**src/rtl/protocol_pkg.sv**
```systemverilog
// Shared definitions for the serial command receiver: parser states, command
// codes, CRC-8 constants and the payload FIFO entry layout.
// Optional build macro: PROTOCOL_RX_CRC8_EN adds the trailing CRC-8 check state.
package protocol_pkg;

    typedef enum logic [2:0] {
        S_IDLE,
        S_WAIT,
        S_CMD,
        S_LEN,
        S_DATA
`ifdef PROTOCOL_RX_CRC8_EN
        , S_CRC
`endif
    } state_t;

    localparam logic [4:0] CMD_KEYFRAME = 5'd0;

    localparam logic [7:0] CRC8_POLY = 8'h07;
    localparam logic [7:0] CRC8_INIT = 8'h00;

    // FIFO entry: {sof, eof, data[7:0]}
    localparam int ENTRY_W = 10;

    // One serial bit through the CRC-8 shift register, MSB first
    function automatic logic [7:0] crc8_step(input logic [7:0] crc, input logic b);
        return {crc[6:0], 1'b0} ^ ((crc[7] ^ b) ? CRC8_POLY : 8'h00);
    endfunction

endpackage

```
**src/rtl/protocol_fifo.sv**
```systemverilog
// Synchronous first-word-fall-through FIFO for payload entries.
// Pointers carry one extra wrap bit so full and empty differ only in the MSB.
module protocol_fifo #(
    parameter int FIFO_DEPTH = 16,
    parameter int WIDTH      = 10
) (
    input  logic             i_clk,
    input  logic             i_rst_n,
    input  logic             i_push,
    input  logic [WIDTH-1:0] i_wdata,
    input  logic             i_pop,
    output logic [WIDTH-1:0] o_rdata,
    output logic             o_full,
    output logic             o_empty
);
    localparam int AW = $clog2(FIFO_DEPTH);

    logic [WIDTH-1:0] mem [FIFO_DEPTH];
    logic [AW:0]      wptr;
    logic [AW:0]      rptr;
    logic             do_push;
    logic             do_pop;

    assign o_empty = (wptr == rptr);
    assign o_full  = (wptr[AW] != rptr[AW]) && (wptr[AW-1:0] == rptr[AW-1:0]);
    assign do_pop  = i_pop && !o_empty;
    // A pop frees the head slot in the same cycle, so a push into a full FIFO is still taken
    assign do_push = i_push && (!o_full || do_pop);
    assign o_rdata = o_empty ? '0 : mem[rptr[AW-1:0]];

    // Pointer update; storage itself is not reset
    always_ff @(posedge i_clk) begin
        if (!i_rst_n) begin
            wptr <= '0;
            rptr <= '0;
        end else begin
            if (do_push) wptr <= wptr + 1'b1;
            if (do_pop)  rptr <= rptr + 1'b1;
        end
    end

    // Entry storage write
    always_ff @(posedge i_clk) begin
        if (do_push) mem[wptr[AW-1:0]] <= i_wdata;
    end

endmodule

```
**src/rtl/protocol_rx.sv**
```systemverilog
// Serial command receiver: synchronises i_dck/i_cs/i_mosi onto i_clk, parses
// {cmd, len, payload} frames back to back inside one chip-select window and
// streams payload bytes through protocol_fifo.
// Optional build macro: PROTOCOL_RX_CRC8_EN (trailing CRC-8 byte per frame).
module protocol_rx
    import protocol_pkg::*;
#(
    parameter int CMD_W       = 5,
    parameter int LEN_W       = 11,
    parameter int FIFO_DEPTH  = 16,
    parameter int SYNC_STAGES = 2
) (
    input  logic             i_clk,
    input  logic             i_rst_n,
    input  logic             i_dck,
    input  logic             i_cs,
    input  logic             i_mosi,
    output logic             o_hdr_valid,
    output logic [CMD_W-1:0] o_cmd,
    output logic [LEN_W-1:0] o_len,
    output logic             o_valid,
    output logic [7:0]       o_data,
    output logic             o_sof,
    output logic             o_eof,
    input  logic             i_ready,
    output logic             o_abort,
    output logic             o_overflow,
    output logic             o_crc_err,
    output logic             o_busy
);
    localparam int HDR_W  = CMD_W + LEN_W;
    localparam int FMAX   = (CMD_W > LEN_W) ? CMD_W : LEN_W;
    localparam int FCNT_W = $clog2(FMAX + 1);
    localparam logic [FCNT_W-1:0] CMD_LAST = FCNT_W'(CMD_W - 1);
    localparam logic [FCNT_W-1:0] LEN_LAST = FCNT_W'(LEN_W - 1);
`ifdef PROTOCOL_RX_CRC8_EN
    localparam state_t S_END = S_CRC;
`else
    localparam state_t S_END = S_WAIT;
`endif

    function automatic logic [LEN_W-1:0] dec_sat(input logic [LEN_W-1:0] v);
        return (v == '0) ? v : v - LEN_W'(1);
    endfunction

    logic [SYNC_STAGES-1:0] dck_sync, cs_sync, mosi_sync;
    logic                   dck_prev;
    logic                   dck_s, cs_s, mosi_s, bit_rise;

    state_t                 state, state_nx;
    logic [FCNT_W-1:0]      fcnt;
    logic [2:0]             bcnt;
    logic [HDR_W-2:0]       hdr_sr;
    logic [HDR_W-1:0]       hdr_nx;
    logic [LEN_W-1:0]       len_nx;
    logic [6:0]             byte_sr;
    logic [7:0]             byte_nx;
    logic [LEN_W-1:0]       rem;
    logic                   first;
    logic                   hdr_fire, byte_fire, abort_fire, busy;

    logic                   vld_p1;
    logic [ENTRY_W-1:0]     ent_p1;
    logic [ENTRY_W-1:0]     head;
    logic                   fifo_full, fifo_empty, pop, ovf_now;

    assign dck_s    = dck_sync[SYNC_STAGES-1];
    assign cs_s     = cs_sync[SYNC_STAGES-1];
    assign mosi_s   = mosi_sync[SYNC_STAGES-1];
    assign bit_rise = dck_s && !dck_prev && !cs_s;
    assign hdr_nx   = {hdr_sr, mosi_s};
    assign len_nx   = hdr_nx[LEN_W-1:0];
    assign byte_nx  = {byte_sr, mosi_s};

    // Input synchronisers and dck edge history; idle link is dck=0, cs=1
    always_ff @(posedge i_clk) begin
        if (!i_rst_n) begin
            dck_sync  <= '0;
            cs_sync   <= '1;
            mosi_sync <= '0;
            dck_prev  <= 1'b0;
        end else begin
            dck_sync  <= {dck_sync[SYNC_STAGES-2:0], i_dck};
            cs_sync   <= {cs_sync[SYNC_STAGES-2:0], i_cs};
            mosi_sync <= {mosi_sync[SYNC_STAGES-2:0], i_mosi};
            dck_prev  <= dck_s;
        end
    end

    // Parser state register
    always_ff @(posedge i_clk) begin
        if (!i_rst_n) state <= S_IDLE;
        else          state <= state_nx;
    end

    // Next-state decode; cs high returns to idle from anywhere
    always_comb begin
        state_nx = state;
        if (cs_s) begin
            state_nx = S_IDLE;
        end else begin
            case (state)
                S_IDLE: state_nx = S_WAIT;
                S_WAIT: if (bit_rise) state_nx = (CMD_W == 1) ? S_LEN : S_CMD;
                S_CMD:  if (bit_rise && fcnt == CMD_LAST) state_nx = S_LEN;
                S_LEN:  if (bit_rise && fcnt == LEN_LAST)
                            state_nx = (len_nx != '0) ? S_DATA : S_END;
                S_DATA: if (bit_rise && bcnt == 3'd7 && rem == LEN_W'(1)) state_nx = S_END;
`ifdef PROTOCOL_RX_CRC8_EN
                S_CRC:  if (bit_rise && bcnt == 3'd7) state_nx = S_WAIT;
`endif
                default: state_nx = S_IDLE;
            endcase
        end
    end

`ifdef PROTOCOL_RX_CRC8_EN
    logic crc_fire;
`endif

    // Output/strobe decode from the current state
    always_comb begin
        busy      = !(state == S_IDLE || state == S_WAIT);
        abort_fire = cs_s && busy;
        hdr_fire  = bit_rise && (state == S_LEN) && (fcnt == LEN_LAST);
        byte_fire = bit_rise && (state == S_DATA) && (bcnt == 3'd7);
`ifdef PROTOCOL_RX_CRC8_EN
        crc_fire  = bit_rise && (state == S_CRC) && (bcnt == 3'd7);
`endif
    end

    assign o_busy = busy;

    // Field shifting, counters, header latch and byte assembly
    always_ff @(posedge i_clk) begin
        if (!i_rst_n) begin
            fcnt        <= '0;
            bcnt        <= '0;
            hdr_sr      <= '0;
            byte_sr     <= '0;
            rem         <= '0;
            first       <= 1'b0;
            o_cmd       <= '0;
            o_len       <= '0;
            o_hdr_valid <= 1'b0;
            o_abort     <= 1'b0;
            o_overflow  <= 1'b0;
            vld_p1      <= 1'b0;
            ent_p1      <= '0;
        end else begin
            o_hdr_valid <= hdr_fire;
            o_abort     <= abort_fire;
            o_overflow  <= ovf_now;
            // p1: completed byte waits one cycle before entering the FIFO
            vld_p1      <= byte_fire;
            if (cs_s || state == S_IDLE) begin
                fcnt <= '0;
                bcnt <= '0;
            end else if (bit_rise) begin
                case (state)
                    S_WAIT: begin
                        hdr_sr <= hdr_nx[HDR_W-2:0];
                        fcnt   <= (CMD_W == 1) ? FCNT_W'(0) : FCNT_W'(1);
                    end
                    S_CMD: begin
                        hdr_sr <= hdr_nx[HDR_W-2:0];
                        fcnt   <= (fcnt == CMD_LAST) ? FCNT_W'(0) : fcnt + FCNT_W'(1);
                    end
                    S_LEN: begin
                        hdr_sr <= hdr_nx[HDR_W-2:0];
                        if (fcnt == LEN_LAST) begin
                            fcnt  <= '0;
                            bcnt  <= '0;
                            o_cmd <= hdr_nx[HDR_W-1:LEN_W];
                            o_len <= len_nx;
                            rem   <= len_nx;
                            first <= 1'b1;
                        end else begin
                            fcnt <= fcnt + FCNT_W'(1);
                        end
                    end
                    S_DATA: begin
                        byte_sr <= byte_nx[6:0];
                        bcnt    <= bcnt + 3'd1;
                        if (bcnt == 3'd7) begin
                            ent_p1 <= {first, rem == LEN_W'(1), byte_nx};
                            first  <= 1'b0;
                            rem    <= dec_sat(rem);
                        end
                    end
`ifdef PROTOCOL_RX_CRC8_EN
                    S_CRC: begin
                        byte_sr <= byte_nx[6:0];
                        bcnt    <= bcnt + 3'd1;
                    end
`endif
                    default: ;
                endcase
            end
        end
    end

`ifdef PROTOCOL_RX_CRC8_EN
    logic [7:0] crc_q;

    // Running CRC over header and payload bits; checked against the trailing byte
    always_ff @(posedge i_clk) begin
        if (!i_rst_n) begin
            crc_q     <= CRC8_INIT;
            o_crc_err <= 1'b0;
        end else begin
            o_crc_err <= crc_fire && (byte_nx != crc_q);
            if (bit_rise) begin
                case (state)
                    S_WAIT:              crc_q <= crc8_step(CRC8_INIT, mosi_s);
                    S_CMD, S_LEN, S_DATA: crc_q <= crc8_step(crc_q, mosi_s);
                    default: ;
                endcase
            end
        end
    end
`else
    assign o_crc_err = 1'b0;
`endif

    assign pop     = o_valid && i_ready;
    assign ovf_now = vld_p1 && fifo_full && !pop;

    protocol_fifo #(
        .FIFO_DEPTH (FIFO_DEPTH),
        .WIDTH      (ENTRY_W)
    ) u_fifo (
        .i_clk   (i_clk),
        .i_rst_n (i_rst_n),
        .i_push  (vld_p1),
        .i_wdata (ent_p1),
        .i_pop   (pop),
        .o_rdata (head),
        .o_full  (fifo_full),
        .o_empty (fifo_empty)
    );

    assign o_valid = !fifo_empty;
    assign o_sof   = head[9];
    assign o_eof   = head[8];
    assign o_data  = head[7:0];

endmodule

```
**config.mk**
```make
export PLATFORM = sky130hd
export DESIGN_NAME = protocol_rx
export DESIGN_NICKNAME = d
export VERILOG_FILES = /design/src/rtl/protocol_pkg.sv /design/src/rtl/protocol_fifo.sv /design/src/rtl/protocol_rx.sv
export SDC_FILE = /design/constraint.sdc
export NUM_CORES = 1
export LEC_CHECK = 0
export ABC_CLOCK_PERIOD_IN_PS = 2490
export BUFFER_PORTS_ARGS = -buffer_cell sky130_fd_sc_hd__buf_2
export CAP_MARGIN = 20
export CORE_MARGIN = 3
export CORE_UTILIZATION = 52
export DETAILED_ROUTE_END_ITERATION = 6
export MAX_ROUTING_LAYER = met4
export PLACE_DENSITY = 0.74
export SETUP_SLACK_MARGIN = 0.05
export SLEW_MARGIN = 15
export SYNTH_ARGS = -nofsm -noshare
export SYNTH_HDL_FRONTEND = slang
export SYNTH_SLANG_ARGS = --single-unit
```
**constraint.sdc**
```tcl
create_clock -name i_clk -period 2.49 [get_ports i_clk]
set_input_delay 0 -clock i_clk [delete_from_list [all_inputs] [get_ports i_clk]]
set_output_delay 0 -clock i_clk [all_outputs]
set_load 0.03 [all_outputs]
```
==> results by group <==
Worst setup path
  • CP endpoint kind: output port
  • Critical R2R Capture: u_fifo.mem[0][3]
  • Startpoint Class: register
  • Worst EP required: 2490 ps
  • CP Class: register to output port
  • Flop2flop setup slack: 250 ps
  • FF-to-FF Start: u_fifo.wptr[2]
  • Arr. time, crit path: 2530 ps
  • Worst R2R Path Depth: 4
  • CP max FO: 10

Synth
  • Synth Flop Type: edfxtp_1
  • Syn Nets: 746
  • Area contributors post-synth: edfxtp_1 47%, dfxtp_1 19%, mux4_2 11%
  • Register area share after synthesis: 0.663
  • Count leader, synth: edfxtp_1
  • Cell Area, Synth: 10100 um2
  • Yosys warns: 0
  • Synth cell types: 57
  • #FFs+latches synth: 255
  • EDFF count, synth: 160
  • Cells after Synth: 728
  • Share of the synthesized area in the top cell type: 0.475
  • Synth async-reset ratio: 0
  • Area leader, netlist: edfxtp_1
  • Mapped Avg Cell Area: 13.9 um2
  • Most frequent cells after synthesis: 160 x edfxtp_1, 121 x nand2_1, 95 x dfxtp_1

Placed design
  • IO buf count: 36
  • HPWL Detailed: 13.3 mm
  • Area post-placement: 10700 um2
  • Gpl congestion: 0.850
  • DP Cell Count: 1008

Global routing
  • First-pass GRT wire length: 34.7 mm
  • Overall routing resource usage: 0.212
  • Initial antenna violation count: 0
  • Grt ovf: 0
  • Largest net degree at the start of global routing: 52
  • Vias in the first global route: 6135

Floorplan
  • Row count: 50
  • Die height: 145 um
  • CORE AREA: 18900 um2
  • Starting Density: 0.536
  • DIE AREA: 21200 um2
  • Width of the die: 145 um
  • Boundary Pins: 38

Clock network
  • Clk_lat worst skew: 520 ps
  • Clk slew on worst S/H paths: 60 ps
  • Longest Clk Path Bufs: 3
  • CTS tree: yes
  • H-tree depth: 1
  • CTS root buffer: clkbuf_16
  • Total CTS buffers: 26
  • CTS sink count: 255

Run
  • Max_cap viols: 0

Power
  • Net switching power: 1.64 mW
  • VDD IR max: 0.000503 V
  • P per Cell Area: 711 nW/um2
  • Logic pwr share: 0.006
  • Clock share of power: 0.465
  • Lkg Pwr: 4.04 nW
  • Seq pwr share: 0.529
  • Power after layout: 8.40 mW
  • P_int: 6.76 mW
  • Sw frac: 0.196

Cells and area
  • Layout area overhead: 16.7%
  • Design Area, Final: 11800 um2
  • Antenna cell count: 0
  • Fin cells: 1071
  • Final core occ: 0.625
  • Layout cells sized above 1: 0.206
  • Post-layout net count: 809

Run status
  • Failing checks: setup timing
  • Status: finished with violations

STA
  • Minimum clock period: 2530 ps
  • Clock Skews: 13.5 ps
  • Fin Hold WS: 413 ps
  • Setup ws final: -39.8 ps
  • Fmax: 395 MHz
  • Final period util: 1.02
  • Final setup viols: 9
  • Slew HR: 0.548
  • Final Hold Viols: 0
  • Pins Over Slew Limit: 0
  • RSZ-0062 raised after global routing: true
  • Worst slew pin tran: 676 ps

Drt
  • WL final: 22.2 mm
  • DRT iter0 DRCs: 624
  • DRC: 0
  • Vias per Instance: 5.82
  • Routed len/inst: 20.7 um
  • Antenna Nets Post-Route: 0
  • Detailed-router iteration count before antenna repair: 5
  • Vias after detailed routing: 6238

Hold path
  • Worst Hold Path EP: cs_sync[1]
  • Hold/Removal Path Class: register to register
  • Min-delay src: cs_sync[0]
  • Hold Path Stages: 1
state kept, by name, indices dropped and copies added (netlist names), named ones only:
name         cells
hdr_sr          15
mosi_sync        2
rem             11
u_fifo.rptr      5
o_abort          1
u_fifo.mem     160
first            1
cs_sync          2
bcnt             3
o_overflow       1
u_fifo.wptr      5
vld_p1           1
dck_sync         2
o_cmd            5
o_len           11
fcnt             4
dck_prev         1
byte_sr          7
ent_p1          10
o_hdr_valid      1
state            3
routing by layer:
metal | track usage | wire length, um | vias up
met5 | - | 0 | -
met4 | 0.0665 | 611 | 0
met3 | 0.0283 | 1120 | 53
met2 | 0.346 | 11200 | 192
met1 | 0.282 | 9230 | 3141
li1 | - | - | 2852
cell type report:
class | instances | area, um2
Clock inverter | 13 | 129
Fill cell | 1385 | 7080
Timing Repair Buffer | 76 | 658
Sequential cell | 255 | 6710
Tap cell | 260 | 325
Clock buffer | 35 | 737
Multi-Input combinational cell | 422 | 3210
Inverter | 10 | 37.5
critical path, cell delays in order, from the launching register on:
cell and delay, ps:
dfxtp_4 370, buf_12 140, clkbuf_16 190, mux4_2 510, mux4_2 470, nor2b_1 160, buf_4 170
logic make-up after synthesis:
logic type,after synthesis,synth area share
AO/OA/AOI/OAI,111,0.0645
flip-flops,255,0.663
other,1,0.000371
AND/OR/NAND/NOR,233,0.112
adder cells (fa/ha/maj),12,0.0148
multiplexers,55,0.116
XOR/XNOR,10,0.00866
buffers and inverters,51,0.0204
cell usage in the layout, fill, tap and decap left out, drive strengths merged, types with 9 or more instances in the layout:
cell type,count
a21oi,64
and3,17
buf,64
clkbuf,38
dfxtp,95
dlygate4sd3,9
edfxtp,160
ha,12
inv,12
mux4,50
nand2,121
nand3,12
nor2,24
nor2b,16
o21ai,18
power groups by stage:
| stage | combinational [mW] | sequential (mW) | clock, mW |
|---|---|---|---|
| 6_report | 0.0487 | 4.44 | 3.91 |
| 3_5_place_dp | 0.0389 | 4.54 | 0 |
| 2_1_floorplan | 0.0313 | 4.53 | 0 |
| 4_1_cts | 0.0484 | 4.44 | 3.94 |
| 3_3_place_gp | 0.0373 | 4.54 | 0 |
| 5_1_grt | 0.0543 | 4.44 | 4.14 |
what timing repair did:
item,in CTS,in global routing
hold endpoints to repair,10,0
cloned,2,3
resized for setup,13,1
setup endpoints to repair,10,20
hold buffers,9,0
buffers inserted,0,1
per-stage QoR:
stage / setup TNS, ps / setup WS (ps)
3_3_place_gp: 0 / 370
5_1_grt: -796 / -103
2_1_floorplan: 0 / 297
3_5_place_dp: 0 / 278
6_report: -170 / -39.8
4_1_cts: -373 / -47.4
worst max-delay path by stage:
stage                               from                 to  depth (start not counted)
after detailed placement  u_fifo.wptr[2]   u_fifo.mem[2][2]                          4
after floorplan           u_fifo.wptr[2]   u_fifo.mem[3][0]                          5
after global placement    u_fifo.wptr[2]  u_fifo.mem[11][0]                          4
after global routing            register          o_data[4]                          6
after CTS                       register          o_data[3]                          5
final                           register          o_data[4]                          6
Note: power is estimated with default switching activity, not from simulation.
